$ cat config.mk
export PLATFORM = sky130hd
export DESIGN_NAME = icache
export DESIGN_NICKNAME = d
export VERILOG_FILES = /design/src/rtl/icache.sv
export SDC_FILE = /design/constraint.sdc
export NUM_CORES = 1
export LEC_CHECK = 0
export ABC_AREA = 1
export ABC_CLOCK_PERIOD_IN_PS = 18800
export BUFFER_PORTS_ARGS = -buffer_cell sky130_fd_sc_hd__buf_2
export CORE_MARGIN = 2
export CORE_UTILIZATION = 35
export CTS_BUF_LIST = sky130_fd_sc_hd__clkbuf_8 sky130_fd_sc_hd__clkbuf_16
export CTS_CLUSTER_SIZE = 20
export DETAILED_ROUTE_END_ITERATION = 10
export HOLD_SLACK_MARGIN = 0.1
export MAX_ROUTING_LAYER = met4
export PLACE_DENSITY = 0.47
export SLEW_MARGIN = 20
export SYNTH_ARGS = -nofsm -noshare
export SYNTH_HDL_FRONTEND = slang
export SYNTH_SLANG_ARGS = --single-unit
export TNS_END_PERCENT = 30
$ cat constraint.sdc
create_clock -name CLK -period 18.8 [get_ports CLK]
set_clock_uncertainty 0.2 [all_clocks]
set_input_delay 2.82 -clock CLK [delete_from_list [all_inputs] [get_ports CLK]]
set_output_delay 2.82 -clock CLK [all_outputs]
set_load 0.05 [all_outputs]
$ cat src/rtl/icache.sv
// Direct-mapped, read-only instruction cache: 4-word lines, zero-latency hits,
// block refill from instruction memory over a read/busywait handshake.
`timescale 1ns/1ps
module icache #(
  parameter int MEM_ADDR_BITS = 10,
  parameter int INDEX_BITS    = 3
) (
  input  logic                     CLK,
  input  logic                     RESET,
  input  logic [31:0]              PC,
  output logic [31:0]              INSTRUCTION,
  output logic                     BUSYWAIT,
  output logic                     MEM_READ,
  output logic [MEM_ADDR_BITS-5:0] MEM_ADDRESS,
  input  logic [127:0]             MEM_READDATA,
  input  logic                     MEM_BUSYWAIT
);
  localparam int TAG_BITS = MEM_ADDR_BITS - 4 - INDEX_BITS;
  localparam int LINES    = 1 << INDEX_BITS;

  typedef enum logic [1:0] {S_IDLE, S_MEM_READ, S_UPDATE} state_t;

  state_t                   state;
  logic [LINES-1:0]         valid;
  logic [TAG_BITS-1:0]      tags  [LINES];
  logic [127:0]             lines [LINES];
  logic [MEM_ADDR_BITS-5:0] miss_addr;
  logic [127:0]             fill_data;

  logic [INDEX_BITS-1:0]    pc_index;
  logic [TAG_BITS-1:0]      pc_tag;
  logic [INDEX_BITS-1:0]    miss_index;
  logic [TAG_BITS-1:0]      miss_tag;
  logic [127:0]             line_sel;
  logic [31:0]              word_sel;
  logic                     hit;
  logic                     unused_pc;

  assign pc_index   = PC[4+INDEX_BITS-1:4];
  assign pc_tag     = PC[MEM_ADDR_BITS-1:4+INDEX_BITS];
  assign miss_index = miss_addr[INDEX_BITS-1:0];
  assign miss_tag   = miss_addr[MEM_ADDR_BITS-5:INDEX_BITS];
  assign unused_pc  = ^{PC[31:MEM_ADDR_BITS], PC[1:0]};

  assign hit      = valid[pc_index] && (tags[pc_index] == pc_tag);
  assign line_sel = lines[pc_index];
  assign word_sel = line_sel[{PC[3:2], 5'b0} +: 32];

  // BUSYWAIT is forced low while reset is held even though every line is invalid.
  assign BUSYWAIT    = RESET && ((state != S_IDLE) || !hit);
  assign INSTRUCTION = ((state == S_IDLE) && hit) ? word_sel : 32'h0;
  assign MEM_READ    = (state == S_MEM_READ);
  assign MEM_ADDRESS = miss_addr;

  always_ff @(posedge CLK or negedge RESET) begin
    if (!RESET) begin
      state     <= S_IDLE;
      valid     <= '0;
      miss_addr <= '0;
    end else begin
      case (state)
        S_IDLE: begin
          if (!hit) begin
            miss_addr <= PC[MEM_ADDR_BITS-1:4];
            state     <= S_MEM_READ;
          end
        end
        S_MEM_READ: begin
          if (!MEM_BUSYWAIT) state <= S_UPDATE;
        end
        S_UPDATE: begin
          valid[miss_index] <= 1'b1;
          state             <= S_IDLE;
        end
        default: state <= S_IDLE;
      endcase
    end
  end

  // Payload storage carries no reset; the valid bits alone qualify it.
  always_ff @(posedge CLK) begin
    if (state == S_MEM_READ && !MEM_BUSYWAIT) fill_data <= MEM_READDATA;
    if (state == S_UPDATE) begin
      lines[miss_index] <= fill_data;
      tags[miss_index]  <= miss_tag;
    end
  end
endmodule

[Word-level counts from Yosys, hierarchy flattened]
Memory sizes are Yosys's and may differ from the RTL's.
Cells that the tools add are included.
W data, S select, Z words.
Storage, ports and cells
  memories kept: 2
  word-level logic and storage cells: 39
  register bits: 144
  input bits: 163
  bits in latches: 0
  ROM bits: 0
  RAM bits: 1048
Memory list
  lines: depth 8, bits a word 128, rd ports 1, clocked after memory_dff 0, write ports 1, RTL line 26  | logic [127:0] lines [LINES];
  tags: depth 8, bits a word 3, rd ports 1, clocked after memory_dff 0, write ports 1, RTL line 25  | logic [TAG_BITS-1:0] tags [LINES];
Cells by class
  $mul: 0
  bitwise operators: 2
  equal/unequal tests: 5
  divide/modulo/power cells: 0
  mux-type cells: 10
  order comparisons: 3
  shift operators: 1
  add/sub/neg operators: 0
  reductions and logical operators: 12
Operator list (number)
  $shiftx A128 B8 Y32: 1
  $mux W32: 1
  $lt A3 B4 Y1 const B: 2
  $or A8 B8 Y8: 1
  $logic_and A1 B1 Y1: 5
  $mux W1: 4
  $mux W2: 2
  $ne A2 B2 Y1 const B: 2
  $pmux W2 S2: 1
  $reduce_and A2 Y1: 2
  $bmux W1 S3: 1
  $demux W1 S3: 1
  $eq A3 B3 Y1: 1
  $ge A3 B1 Y1 const B: 1
  $eq A2 B1 Y1 const B: 1
  $eq A2 B2 Y1 const B: 1
  $logic_not A1 Y1: 2
  $logic_not A2 Y1: 1
  $reduce_bool A2 Y1: 1
  $logic_or A1 B1 Y1: 1
  $not A1 Y1: 1

[Longest topological paths before layout]
  depth after elaboration: 6
  gate-level depth with buffers: 14

[Worst setup path after synthesis]
No wires, ideal clock.
  kind: input -> register
  start point: input port MEM_BUSYWAIT
  end point: register fill_data[0], enable pin
  path buffers: 0
  stages on the path: 1
  setup slack: 9.879 ns
  setup time: 0.616 ns
  required time: 17.984 ns
  data arrival time: 8.105 ns
  path through: nor2_1
On the way
  cells in the longest elaborated chain, start to end: 2
Ends and longest elaborated chain
  from (decl): RTL line 16  | input logic MEM_BUSYWAIT
  $logic_not A1 Y1: RTL line 82  | if (state == S_MEM_READ && !MEM_BUSYWAIT) fill_data <= MEM_READDATA;
  $logic_and A1 B1 Y1: RTL line 82
  to (signal assigned): RTL line 82
  to (decl): RTL line 28  | logic [127:0] fill_data;
No other way between the ends.
A chain may end at the register's enable or synchronous reset.

[Final worst setup path]
  start point: input port PC[4]
  end point: output port INSTRUCTION[0]
On the way
  cells in the longest elaborated chain, start to end: 5
  elaborated cells between the ends (all ways): 9
  classes of those cells: eq/ne (1); shift (1); mux (3); reduce/logical (2); memory (2)
Ends and longest elaborated chain
  from (decl): RTL line 10  | input logic [31:0] PC,
  parallel branches: the longest is 4 deep, another holds $mem_v2 Z8 W128
  $mux W32 *: RTL line 51  | assign INSTRUCTION = ((state == S_IDLE) && hit) ? word_sel : 32'h0;
  to (decl): RTL line 11  | output logic [31:0] INSTRUCTION,
Every way passes the cells marked *. The select of a mux whose other input is x is not followed.

==> flow_summary.ini <==
[run_status]
outcome = completed

[clocking]
clockRootBuffer = clkbuf_16
cts.repair.resized = 0
cts_max_path_buffers = 3
cts.sinks = 1192
path_clk_slew_ns = 0.06
insertion_delay_ns = 0.75
htree_levels = 4
post_cts_buffers = 0
cts_tree = built
cts_buffers = 134
hold_buffers = 0

[timing]
fmax_mhz = 94.70
rsz0062_at_grt = no
report.final.hold_viol_count = 0
fin_crit_sh = 0.5617
slew_headroom = 0.2689
drv_slew = 0
setup-violations-final = 0
final.min_clock_period_ns = 10.56
worst_slew_pin_slew_ns = 1.097
fin_setup_tns_ns = 0

[detailed_routing]
drc = 0
viasPerCell = 4.999
drt-initial-drc-count = 2448
ant_nets = 0
dr.pass1.iters = 5
wl_um = 130400
avgRoutedWirePerCell_um = 23.34
vias = 27930

[global_route]
use_met2 = 0.2911
grt_use_met1 = 0.2840
top_usage_layer = met2
grt_pass1_vias = 26490
antenna_found_initial = 17
track_usage = 0.1971
grt_pass1_wl_um = 188900
grt_max_degree = 201
globalRouteOverflowTotal = 0
met3_usage = 0.02760

[logic_synthesis]
synthMuxAreaShare = 0
synth-simple-area-share = 0.1938
synth-seq-cells = 1192
synth-xor-area-share = 0
synth_cell_types = 23
synthAdderAreaFrac = 0
syn_nets = 3754
synth_compound_area_frac = 0.009181
yosysWarnings = 0
synthesis.area_um2 = 46330
synth_area_per_cell_um2 = 12.90
syn_inst = 3591
ys_seq_area_frac = 0.7708
synth_top_family_by_area = simple AND/OR/NAND/NOR gates

[pwr]
switchingPower_w = 0.001571
p_leak_nw = 18.72
p_sw_frac = 0.2482
p_int_w = 0.004759
p_comb_frac = 0.081
peakVddDrop_v = 0.00009267
power_density_nw_per_um2 = 119.2
seqPwrFrac = 0.530
clockPowerShare = 0.389

[floorplanning]
core-area_um2 = 131500
pin_count = 203
rows = 133
fp.dieH_um = 367.8
die_x_um = 367.8
start_util = 0.3525
dieArea_um2 = 135300

[worst_setup_path]
r2r_end = lines[0][36]$_DFFE_PP_
critPathKind = primary input to primary output
startpoint_type = primary input
r2r_start = state[0]$_DFFE_PN0P_
endpoint_kind = primary output
crit_arrival_ns = 7.54
ff2ff_setup_slack_ns = 14.91
cp_max_fo = 185
r2r_cells = 6
crit_required_ns = 15.78

[final_layout]
layout-drive-gt1-share = 0.1154
seq_area_um2 = 35710
area_growth_syn_to_layout_pct = 14.58
stdcell_count = 5587
fin_nets = 3888
multiInputGateArea_um2 = 9473
n_fill_cell = 12280

[placed_design]
port_buffers = 178
dp_hpwl_um = 67740
dp.cells = 5343
place_congestion = 0.7667

[hold_path]
hold_end = valid[4]$_DFFE_PN0P_
holdCritStartpoint = valid[4]$_DFFE_PN0P_
worstHoldPathType = register to register
whs_path_depth = 2

[job]
drv_cap = 0
worst max path at each step:
stage                     depth (start not counted)    startpoint  slack, ns                      to
after CTS                                        11         PC[4]       8.22          INSTRUCTION[0]
final                                            11         PC[4]       8.24          INSTRUCTION[0]
after global placement                           11         PC[4]       8.22          INSTRUCTION[0]
after floorplan                                   1  MEM_BUSYWAIT       9.88  fill_data[0]$_DFFE_PP_
after detailed placement                         11         PC[4]       8.21          INSTRUCTION[0]
after global routing                             11         PC[4]       7.95          INSTRUCTION[0]
state kept, by name, indices dropped and copies added (netlist names):
| signal | flops |
|---|---|
| MEM_ADDRESS | 6 |
| fill_data | 128 |
| lines | 1024 |
| state | 2 |
| tags | 24 |
| valid | 8 |
cells in the mapped netlist (all sizes together):
| cell type | count | share of area |
|---|---|---|
| nand3 | 963 | 0.10 |
| clkbuf | 56 | 0.0045 |
| o211ai | 7 | 0.0011 |
| o221ai | 1 | 0.00019 |
| o21ai | 25 | 0.0027 |
| or2 | 2 | 0.00027 |
| a21oi | 32 | 0.0052 |
| nor2 | 41 | 0.0033 |
| edfxtp | 1176 | 0.76 |
| nand3b | 1 | 0.00016 |
| dfrtp | 16 | 0.0086 |
| nand2 | 1060 | 0.086 |
| buf | 171 | 0.018 |
| inv | 40 | 0.0033 |
placed cells by master (no fill, tap or decap), types with 3 or more instances in the layout:
cell type and count:
a21oi_1 11, a21oi_2 21, buf_12 7, buf_2 174, buf_4 41, bufinv_16 5, clkbuf_16 142, clkinv_1 24
clkinv_2 21, clkinv_8 3, dfrtp_1 16, diode_2 3, edfxtp_1 1176, inv_1 73, inv_6 4, nand2_1 1059
nand3_1 962, nor2_1 32, nor2_4 9, o211ai_1 7, o21ai_0 24
through the flow:
step	hold WS (ns)	worst slack (ns)	power, W	utilization	cell area [um2]
after global placement	0.2395	8.225	0.003932	0.3720	48900
final	0.2584	8.240	0.006331	0.4038	53090
after detailed placement	0.2493	8.213	0.003938	0.3720	48900
after global routing	0.2793	7.951	0.006575	0.4038	53080
after floorplan	0.2274	9.879	0.003696	-	46330
after CTS	0.2634	8.218	0.006409	0.4036	53060
cell families after synthesis:
logic type,Yosys count
simple gates,2067
flops,1192
buf+inv,267
compound gates,65
worst max-delay path: stages:
cell	delay, ns
buf_8	0.49
buf_4	0.74
buf_4	0.79
buf_12	0.64
nand2_1	0.10
nand3_1	0.13
nand3_1	0.12
nand3_1	0.17
nand3_1	0.09
a21oi_1	0.66
buf_2	0.40
power by group through the flow:
stage,Combinational (W),Clock [W],Sequential (W)
after floorplan,0.000284,0,0.00341
after global placement,0.000520,0,0.00341
after detailed placement,0.000522,0,0.00342
after CTS,0.000523,0.00252,0.00336
after global routing,0.000563,0.00263,0.00338
final,0.000513,0.00246,0.00336
area by class of cell:
type	instances	area share
Clock buffer	142	0.06693
Sequential cell	1192	0.6727
Multi-Input combinational cell	2132	0.1784
Inverter	40	0.003370
Timing Repair Buffer	225	0.02562
Clock inverter	98	0.01143
Antenna cell	3	0.0001414
Tap cell	1755	0.04136
layer usage:
metal | part of all wire | routed length [um]
met1 | 0.48 | 62270
met2 | 0.45 | 58690
met3 | 0.049 | 6438
met4 | 0.023 | 3019
met5 | 0 | 0
Note: power is estimated with default switching activity, not from simulation.
